--- config.mk ---
export PLATFORM = sky130hd
export DESIGN_NAME = core_wb_arbiter
export DESIGN_NICKNAME = d
export VERILOG_FILES = /design/src/rtl/core_wb_arbiter.sv
export SDC_FILE = /design/constraint.sdc
export NUM_CORES = 1
export LEC_CHECK = 0
export CORE_AREA = 2 2 101 103
export CTS_CLUSTER_SIZE = 28
export DETAILED_ROUTE_END_ITERATION = 10
export DIE_AREA = 0 0 103 105
export SYNTH_ARGS = -nofsm -noshare
export SYNTH_HDL_FRONTEND = slang
export SYNTH_SLANG_ARGS = --single-unit
--- constraint.sdc ---
create_clock -name clk -period 3.08 [get_ports clk]
set_clock_uncertainty 0.15 [all_clocks]
set_input_delay 0.616 -clock clk [delete_from_list [all_inputs] [get_ports clk]]
set_output_delay 0.616 -clock clk [all_outputs]
set_load 0.01 [all_outputs]
--- src/rtl/core_wb_arbiter.sv ---
// Two-requester arbiter (IFU = requester 0, MAU = requester 1) sharing one pipelined Wishbone master port.
// A grant spans a whole cyc envelope and is held until every issued transfer has been answered.
module core_wb_arbiter #(
    parameter int AW        = 32,
    parameter int DW        = 32,
    parameter int MAX_OUTST = 4,
    parameter int FAIR      = 1
) (
    input  logic            clk,
    input  logic            rst,
    input  logic            m0_cyc,
    input  logic            m0_stb,
    input  logic            m0_we,
    input  logic [AW-1:0]   m0_adr,
    input  logic [DW/8-1:0] m0_sel,
    input  logic [DW-1:0]   m0_dat,
    output logic            m0_stall,
    output logic            m0_ack,
    output logic            m0_err,
    input  logic            m1_cyc,
    input  logic            m1_stb,
    input  logic            m1_we,
    input  logic [AW-1:0]   m1_adr,
    input  logic [DW/8-1:0] m1_sel,
    input  logic [DW-1:0]   m1_dat,
    output logic            m1_stall,
    output logic            m1_ack,
    output logic            m1_err,
    output logic            s_cyc,
    output logic            s_stb,
    output logic            s_we,
    output logic [AW-1:0]   s_adr,
    output logic [DW/8-1:0] s_sel,
    output logic [DW-1:0]   s_dat,
    input  logic            s_stall,
    input  logic            s_ack,
    input  logic            s_err,
    input  logic [DW-1:0]   dat_in,
    output logic [1:0]      grant
);

    localparam int            CW    = $clog2(MAX_OUTST + 1);
    localparam logic [CW-1:0] MAX_C = CW'(MAX_OUTST);

    typedef enum logic [1:0] {
        IDLE = 2'd0,
        GNT0 = 2'd1,
        GNT1 = 2'd2
    } state_t;

    state_t        r_state;
    state_t        w_state_nxt;
    logic [CW-1:0] r_outst;
    logic [CW-1:0] w_outst_nxt;
    logic          r_last;
    logic          w_own_cyc;
    logic          w_full;
    logic          w_inc;
    logic          w_rsp;

    // Read data reaches both requesters directly; the arbiter never touches it.
    logic w_unused;
    assign w_unused = ^dat_in;

    assign w_full = (r_outst == MAX_C);
    assign w_inc  = s_stb && !s_stall;
    assign w_rsp  = s_ack || s_err;

    always_comb begin
        // NOTE: every always_comb output gets a default first so no path can infer a latch.
        w_own_cyc = 1'b0;
        case (r_state)
            GNT0:    w_own_cyc = m0_cyc;
            GNT1:    w_own_cyc = m1_cyc;
            default: w_own_cyc = 1'b0;
        endcase
    end

    // A stray response with nothing in flight is forwarded but never underflows the count.
    always_comb begin
        w_outst_nxt = r_outst;
        if (w_inc && !w_rsp)
            w_outst_nxt = r_outst + 1'b1;
        else if (w_rsp && !w_inc && (r_outst != '0))
            w_outst_nxt = r_outst - 1'b1;
    end

    always_comb begin
        w_state_nxt = r_state;
        case (r_state)
            IDLE: begin
                if (m0_cyc && m1_cyc) begin
                    if (FAIR != 0)
                        w_state_nxt = r_last ? GNT0 : GNT1;
                    else
                        w_state_nxt = GNT1;
                end else if (m0_cyc) begin
                    w_state_nxt = GNT0;
                end else if (m1_cyc) begin
                    w_state_nxt = GNT1;
                end
            end
            GNT0, GNT1: begin
                if (!w_own_cyc && (w_outst_nxt == '0))
                    w_state_nxt = IDLE;
            end
            default: w_state_nxt = IDLE;
        endcase
    end

    always_comb begin
        s_cyc    = 1'b0;
        s_stb    = 1'b0;
        s_we     = 1'b0;
        s_adr    = '0;
        s_sel    = '0;
        s_dat    = '0;
        m0_stall = 1'b1;
        m0_ack   = 1'b0;
        m0_err   = 1'b0;
        m1_stall = 1'b1;
        m1_ack   = 1'b0;
        m1_err   = 1'b0;
        grant    = 2'b00;
        case (r_state)
            GNT0: begin
                s_cyc    = m0_cyc || (r_outst != '0);
                s_stb    = m0_stb && m0_cyc && !w_full;
                s_we     = m0_we;
                s_adr    = m0_adr;
                s_sel    = m0_sel;
                s_dat    = m0_dat;
                m0_stall = s_stall || w_full;
                m0_ack   = s_ack;
                m0_err   = s_err;
                grant    = 2'b01;
            end
            GNT1: begin
                s_cyc    = m1_cyc || (r_outst != '0);
                s_stb    = m1_stb && m1_cyc && !w_full;
                s_we     = m1_we;
                s_adr    = m1_adr;
                s_sel    = m1_sel;
                s_dat    = m1_dat;
                m1_stall = s_stall || w_full;
                m1_ack   = s_ack;
                m1_err   = s_err;
                grant    = 2'b10;
            end
            default: ;
        endcase
    end

    // NOTE: state registers use non-blocking assignments so every flop samples pre-edge values.
    always_ff @(posedge clk or negedge rst) begin
        if (!rst) begin
            r_state <= IDLE;
            r_outst <= '0;
            r_last  <= 1'b0;
        end else begin
            r_state <= w_state_nxt;
            r_outst <= w_outst_nxt;
            if (r_state == IDLE && w_state_nxt == GNT0)
                r_last <= 1'b0;
            else if (r_state == IDLE && w_state_nxt == GNT1)
                r_last <= 1'b1;
        end
    end

endmodule

Word level (Yosys, flattened, before mapping)
Cells that the tools add are included.
Widths: inputs -> output; s select.

operators by class
  add/subtract/negate cells = 2
  equal/unequal tests = 5
  muxes and demuxes = 24
  reductions and logical operators = 26

operators by type and width
  kind                 count
  $pmux 32 s2          2
  $logic_and 1x1->1    12
  $mux 2               5
  $mux 1               8
  $pmux 1 s2           4
  $pmux 2 s2           2
  $pmux 4 s2           1
  $mux 3               2
  $logic_not 1->1      5
  $eq 2x1->1 const B   2
  $eq 2x2->1 const B   2
  $logic_or 1x1->1     4
  $add 3x1->3 const B  1
  $eq 3x3->1 const B   1
  $logic_not 3->1      1
  $reduce_bool 3->1    1
  $sub 3x1->3 const B  1
  $logic_not 2->1      1
  $reduce_bool 2->1    1
  $reduce_or 2->1      1

storage, ports and cells
  bits in registers = 6
  output and inout port bits = 79
  word-level logic and storage cells = 60

Depth between registers and ports, before layout
  depth after elaboration = 18
  gate-level depth with buffers = 9

Worst setup path after synthesis
Ideal clock, no wire load.

  kind = reg-to-reg
  start = register r_state[0]
  end = register r_last
  data arrival time = 2286 ps
  data required time = 2803 ps
  setup slack = 517 ps
  stages on the path, launching flop included = 10
  path buffers = 1
  clock period less this slack = 2563 ps
  cell sequence = dfrtp_1 > inv_1 > ha_1 > buf_4 > nand3b_4 > a211oi_4 > mux2i_1 > o41a_1 > nor4_1 > o2bb2ai_1

between the ends
  word-level cells in the longest chain between the ends = 15
  elaborated cells between the ends (all ways) = 27
  those cells by class = eq/ne: 4; mux: 10; reduce/logical: 13

ends and longest elaborated chain
  what                                                line         RTL
  start, declared                                     51           state_t r_state;
  start signal, assigned                              161          r_state <= w_state_nxt;
  $eq 2x2->1 / $eq 2x1->1 (equally long branches)     72, 90, 125
  $pmux 1 s2                                          125          case (r_state)
  $logic_and 1x1->1                                   66           assign w_inc = s_stb && !s_stall;
  $logic_not 1->1                                     84           else if (w_rsp && !w_inc && (r_outst != '0))
  $logic_and 1x1->1 (2 in series)                     84
  $mux 3                                              84
  $mux 3                                              82           if (w_inc && !w_rsp)
  $logic_not 3->1                                     104          if (!w_own_cyc && (w_outst_nxt == '0))
  $logic_and 1x1->1                                   104
  $mux 2                                              104
  $pmux 2 s2                                          90           case (r_state)
  $eq 2x1->1 / $eq 2x2->1 (equally long branches)     163, 165
  $logic_and 1x1->1 (on tied branches)                163, 165
  $mux 1 / $reduce_bool 2->1 (equally long branches)  -
  end signal, assigned                                159          r_last <= 1'b0;
  end signal, assigned                                164          r_last <= 1'b0;
  end signal, assigned                                166          r_last <= 1'b1;
  end, declared                                       55           logic r_last;

Parallel ways exist; a longest one is shown, timed or not.
A chain may end at the register's enable or synchronous reset.

Worst setup path in the final report
  start = register r_state[0]
  end = output port s_adr[31]

between the ends
  word-level cells in the longest chain between the ends = 2
  elaborated cells between the ends (all ways) = 3
  those cells by class = eq/ne: 2; mux: 1

ends and longest elaborated chain
  what                                             line  RTL
  $eq 2x2->1 / $eq 2x1->1 (equally long branches)  125
  $pmux 32 s2 (*)                                  125
  end, declared                                    32    output logic [AW-1:0] s_adr,

Mark *: on every way between the ends. The rest lies on a longest branch, timed or not.

==> results.txt <==
status: finished, final reports clean
critical path arrival: 2190 ps
vias per inst: 4.661
WL/cell: 15.51 um
dpl hpwl: 7.411 mm
Syn Nets: 440
CORE AREA: 0.009639 sq mm
Slew @ Worst Pin: 447.3 ps
Pwr Density: 711.4 mW/mm^2
Mapped Avg Cell Area: 6.405 sq um
Initial DRT Pass Iterations: 4
worst reg2reg startpoint: r_state[0]$_DFF_PN0_
row cnt: 36
crit path capture type: output port
Slew Viols, Final: 0
Synth area leader: a22oi_1
largest cells by area after synthesis: a22oi_1 (32%), nor2_1 (17%), dfrtp_1 (9.3%)
Leakage: 1.494 nW
RD Place Congestion: 0.8772
crit path time final: 2960 ps
Syn Std Cell Area: 0.001614 sq mm
part of the power in the clock network: 4.1%
DP Area: 0.004070 sq mm
Syn. warnings: 0
ant diodes: 0
worst hold path type: reg -> reg
PortBufs: 225
Net Sw Frac: 48.44%
Clk pin slew, worst setup/hold paths: 40 ps
worst slack, placed: 81.35 ps
Commonest cells post-synth: nor2_1 (75), a22oi_1 (69), clkbuf_1 (12), ha_1 (9), nand2_1 (9)
Setup CP Type: reg -> out
Sw Pwr: 0.001420 W
TNS Setup: 0 ps
reg2reg end: r_last$_DFFE_PN0P_
Vias: 2801
CTS Buf Count: 3
library cells used by synthesis: 43
largest net degree at the start of global routing: 74
Max-slew headroom: 69.91%
Die Area: 0.01082 sq mm
post-synth top area share: 32.09%
all-layer global routing usage: 15.22%
fin cells: 601
Logic pwr share: 89.6%
# placed instances: 598
initial antenna violation count: 1
Seq pwr share: 6.4%
CTS root buf: clkbuf_8
Nets: 658
first-pass GRT wire length: 13.27 mm
maximum VDD drop: 0.0005821 V
Global Route met2 Usage: 27.69%
TritonCTS clock tree: done
Die W: 103 um
WP data required: 2310 ps
R2R depth: 8
setup ws final: 120.1 ps
ANT nets after route: 0
DR iter-0 viols: 157
final setup fails: 0
layout cells sized above 1: 5.769%
M3 GR Usage: 3.612%
post-route design area: 0.004120 sq mm
Filler cells: 1007
RSZ-0062 raised after global routing: false
hold path endpoint: r_outst[0]$_DFF_PN0_
Hold Crit Depth: 1
R2R setup slack: 240 ps
initial core utilization: 16.74%
worst-path cell chain: inv_1 > ha_1 > inv_2 > buf_12 > nor2_1 > clkdlybuf4s50_1
clock sinks: 6
vias in the first global route: 2673
Slowest-stage cell, CP: clkdlybuf4s50_1
sequential cell area: 151.4 sq um
HP Start: r_outst[0]$_DFF_PN0_
number of setup buffers added after CTS: 0
asr flop ratio synth: 100.0%
final hold violation count: 0
Detailed Route WL: 9.324 mm
Ports: 258
CP Max Fanout: 42
Most Used Layer, Global Route: met2
clock buffer depth: 2
sequential cell area fraction in the yosys report: 9.302%
fmax: 0.3378 GHz
M1 GR Usage: 17.67%
Yosys reg bits: 6
clk_lat worst skew: 220 ps
Power Internal: 0.001511 W
Cells after Synth: 252
most common cell in the netlist: nor2_1
grt ovf: 0
CTS resizes: 0
Final Cycle Share: 96.10%
CP Launch Type: flip-flop
area delta synth->final: 155.3%
Synth Flop Type: dfrtp_1
Post-route DRC: 0
maxcap violations: 0
Die H: 105 um
Hold-fix buffers, CTS: 0
Post-synth EDFFs: 0
hold slack: 429.4 ps
Max stage delay on crit path: 560 ps
number of H-tree levels: 1
area taken by multi-input logic gates: 0.001340 sq mm
## cells in the final DEF, fill, tap and decap left out, types with 2 or more instances in the layout
cell type        instances
a21oi_1                  7
a22oi_1                 69
and2_1                   5
buf_12                   3
buf_4                    8
buf_6                    2
clkbuf_8                 3
clkdlybuf4s50_1        225
dfrtp_1                  5
ha_1                     7
ha_2                     2
inv_1                    6
mux2i_1                  2
nand2_1                  9
nor2_1                  75
nor3_1                   4
nor4_1                   3
o21ai_0                  5
## through the flow
step                      utilization [%]  total power [W]
after floorplan                         -         0.001524
after global placement              42.22         0.002788
after detailed placement            42.22         0.002808
after CTS                           42.65         0.002947
after global routing                42.74         0.003155
final                               42.74         0.002931
## cell families (layout without fill, tap and decap cells)
logic type	Yosys count	count (layout)	synth area share, %
DFF	6	6	9.302
muxes	2	2	1.240
buffers and inverters	32	248	7.984
AOI/OAI and AO/OA	96	96	44.34
adders and majority gates	9	9	6.977
xor gates and xnor gates	1	1	0.5427
and+or+nand+nor	106	106	29.61
## cell type report
type	instances	share of cell area, %
clock buffer	3	1.002
multi-input combinational	214	32.52
tap	133	4.039
timing repair buffer	238	58.12
sequential	6	3.674
inverter	7	0.6377
## worst max-delay path: cells and delay by family, from the launching register on
kind	cells	cell delay, ps
adder cells (fa/ha/maj)	1	370
buffers and inverters	4	960
AND/OR/NAND/NOR	1	180
flip-flops	1	450
## power by group through the flow
stage | clock, W | sequential (W) | combinational, W
after floorplan | 0 | 0.000155 | 0.00137
after global placement | 0 | 0.000182 | 0.00261
after detailed placement | 0 | 0.000182 | 0.00263
after CTS | 0.000123 | 0.000181 | 0.00264
after global routing | 0.000130 | 0.000193 | 0.00283
final | 0.000119 | 0.000186 | 0.00263
## worst max-delay path by stage
stage | from | to | slack (ps) | cells past startpoint
5_1_grt | r_state[0]$_DFF_PN0_ | s_cyc | 20 | 6
2_1_floorplan | r_state[0]$_DFF_PN0_ | r_last$_DFFE_PN0P_ | 520 | 9
6_report | r_state[0]$_DFF_PN0_ | s_adr[31] | 120 | 6
3_5_place_dp | m0_cyc | r_last$_DFFE_PN0P_ | 80 | 8
3_3_place_gp | s_stall | r_last$_DFFE_PN0P_ | 190 | 7
4_1_cts | r_state[0]$_DFF_PN0_ | s_dat[28] | 40 | 6
## layer usage
metal  share of wire (%)  up-vias  routed length [um]
met1                  39     1246                3641
met5                0.12        -                  11
met4                 1.4        2                 128
met2                  48      173                4517
li1                    -     1364                   -
met3                  11       16                1025
## flip-flops by register name, indices dropped and copies added, names as in the netlist
name	flops
r_last	1
r_outst	3
r_state	2
Power figures use the tool's default switching activity.
==> patch: new RTL, same flow settings <==
`MAX_OUTST`: 4 -> 2.
--- a/src/rtl/core_wb_arbiter.sv
+++ b/src/rtl/core_wb_arbiter.sv
@@ -3,7 +3,7 @@
 module core_wb_arbiter #(
     parameter int AW        = 32,
     parameter int DW        = 32,
-    parameter int MAX_OUTST = 4,
+    parameter int MAX_OUTST = 2,
     parameter int FAIR      = 1
 ) (
     input  logic            clk,
Function: changed (a bounded check fails within 4 cycles, from zero or initial values and one cycle with rst low).
==> patch against the original RTL <==
Wire length down 12%. Sequential share of layout area down 0.63 points. Power fell by 2.2%. Sequential cell count is 1 lower. Worst setup slack better by 0.040 ns. Non-clock buffer count down 4. Highest routed layer is now met4. Final area is 0.70% higher. Register-to-register slack better by 0.24 ns. Area after synthesis grew 2.9%. Largest cell class unchanged.
==> patch: results (changes against the original RTL) <==
[critical_path]
rrSetupSlack_ns=0.48  ; +0.24 ns
r2r-start=r_state[1]
r2r_cells=10  ; +2

[pwr]
switching_share_pct=43.1  ; -5.3 points
p_leak_uw=0.00143  ; -4.1%
ir_drop_uv=563  ; -3.2%

[synthesis]
ys_types=35  ; -19%
syn-num-nets=419  ; -4.8%
avgSynthCellArea_um2=7.16  ; +12%
synth.yosys.seq_area_share_pct=7.54  ; -1.8 points
synthTopCellsByArea=a22oi_1 (32%), nor2b_1 (26%), dfrtp_1 (7.5%), ha_1 (6.0%), clkbuf_1 (4.7%)

[placed_design]
gp_congestion=0.785  ; -11%
dp_cells=574  ; -4.0%
detailed_place_hpwl_mm=6.67  ; -10%
dp_slack_ns=0.155  ; +0.0733 ns

[grt]
grt_max_degree=41  ; -45%
grt_pass1_wl_mm=12.1  ; -8.6%
first_global_vias=2521  ; -5.7%

[layout]
fillers=992  ; -1.5%
final_cells=578  ; -3.8%
nets=633  ; -3.8%
final_layout_size_suffix_gt1_share_pct=5.39  ; -0.38 points

[outcome]
status=finished, final reports clean

[drt]
viasPerCell=4.51  ; -3.3%
drt_iter0_drc=122  ; -22%

patch: cell types whose count changed after synthesis, sizes merged, moves of 3 or more:
cell / delta
nor3: -4
nor2b: +68
o211ai: +3
nor2: -66
a21oi: -3
o21ai: -3
clkbuf: +9
buf: -9
nor4: -3
patch: how the worst max path moves through the flow:
stage | end | slack, ns | depth (start not counted)
2_1_floorplan | s_dat[13] | 0.54 | 7
3_3_place_gp | s_stb | 0.17 | 5
3_5_place_dp | r_last | 0.15 | 9
4_1_cts | s_dat[25] | 0.03 | 5
5_1_grt | s_adr[3] | 0.02 | 6
6_report | s_adr[24] | 0.16 | 6
patch: layer usage:
metal / GRT usage [%] / vias to the layer above / share of wire [%]
li1: - / 1279 / -
met4: 1.41 / 0 / 0.26
met3: 2.94 / 3 / 11
met1: 15.0 / 1188 / 38
met5: 0 / - / 0
met2: 26.3 / 136 / 51
patch: final cells by class:
class | count | area (µm²) | share of cell area [%]
multi-input cells | 196 | 1420 | 34.1
repair buffers | 234 | 2370 | 57.2
well taps | 133 | 166 | 4.01
inverters | 6 | 22.5 | 0.543
clock buffers | 4 | 45.0 | 1.09
flip-flops and latches | 5 | 126 | 3.05
patch: what timing repair did:
action                     in CTS  in global routing
setup endpoints to repair       1                 24
hold endpoints to repair        0                  0
resized for setup               1                  5
patch: kinds of logic after synthesis:
kind of cell	count (synthesis)	synth area share, %
simple gates	95	35.3
fa+ha+maj	8	6.03
flops	5	7.54
compound gates	91	42.0
xor+xnor	1	0.980
buf+inv	31	7.61
mux	1	0.603
patch: power groups by stage:
stage / combinational (µW) / clock [µW] / sequential [µW]
4_1_cts: 2610 / 124 / 136
5_1_grt: 2830 / 130 / 142
3_5_place_dp: 2590 / 0 / 137
6_report: 2610 / 122 / 137
2_1_floorplan: 1410 / 0 / 135
3_3_place_gp: 2570 / 0 / 136
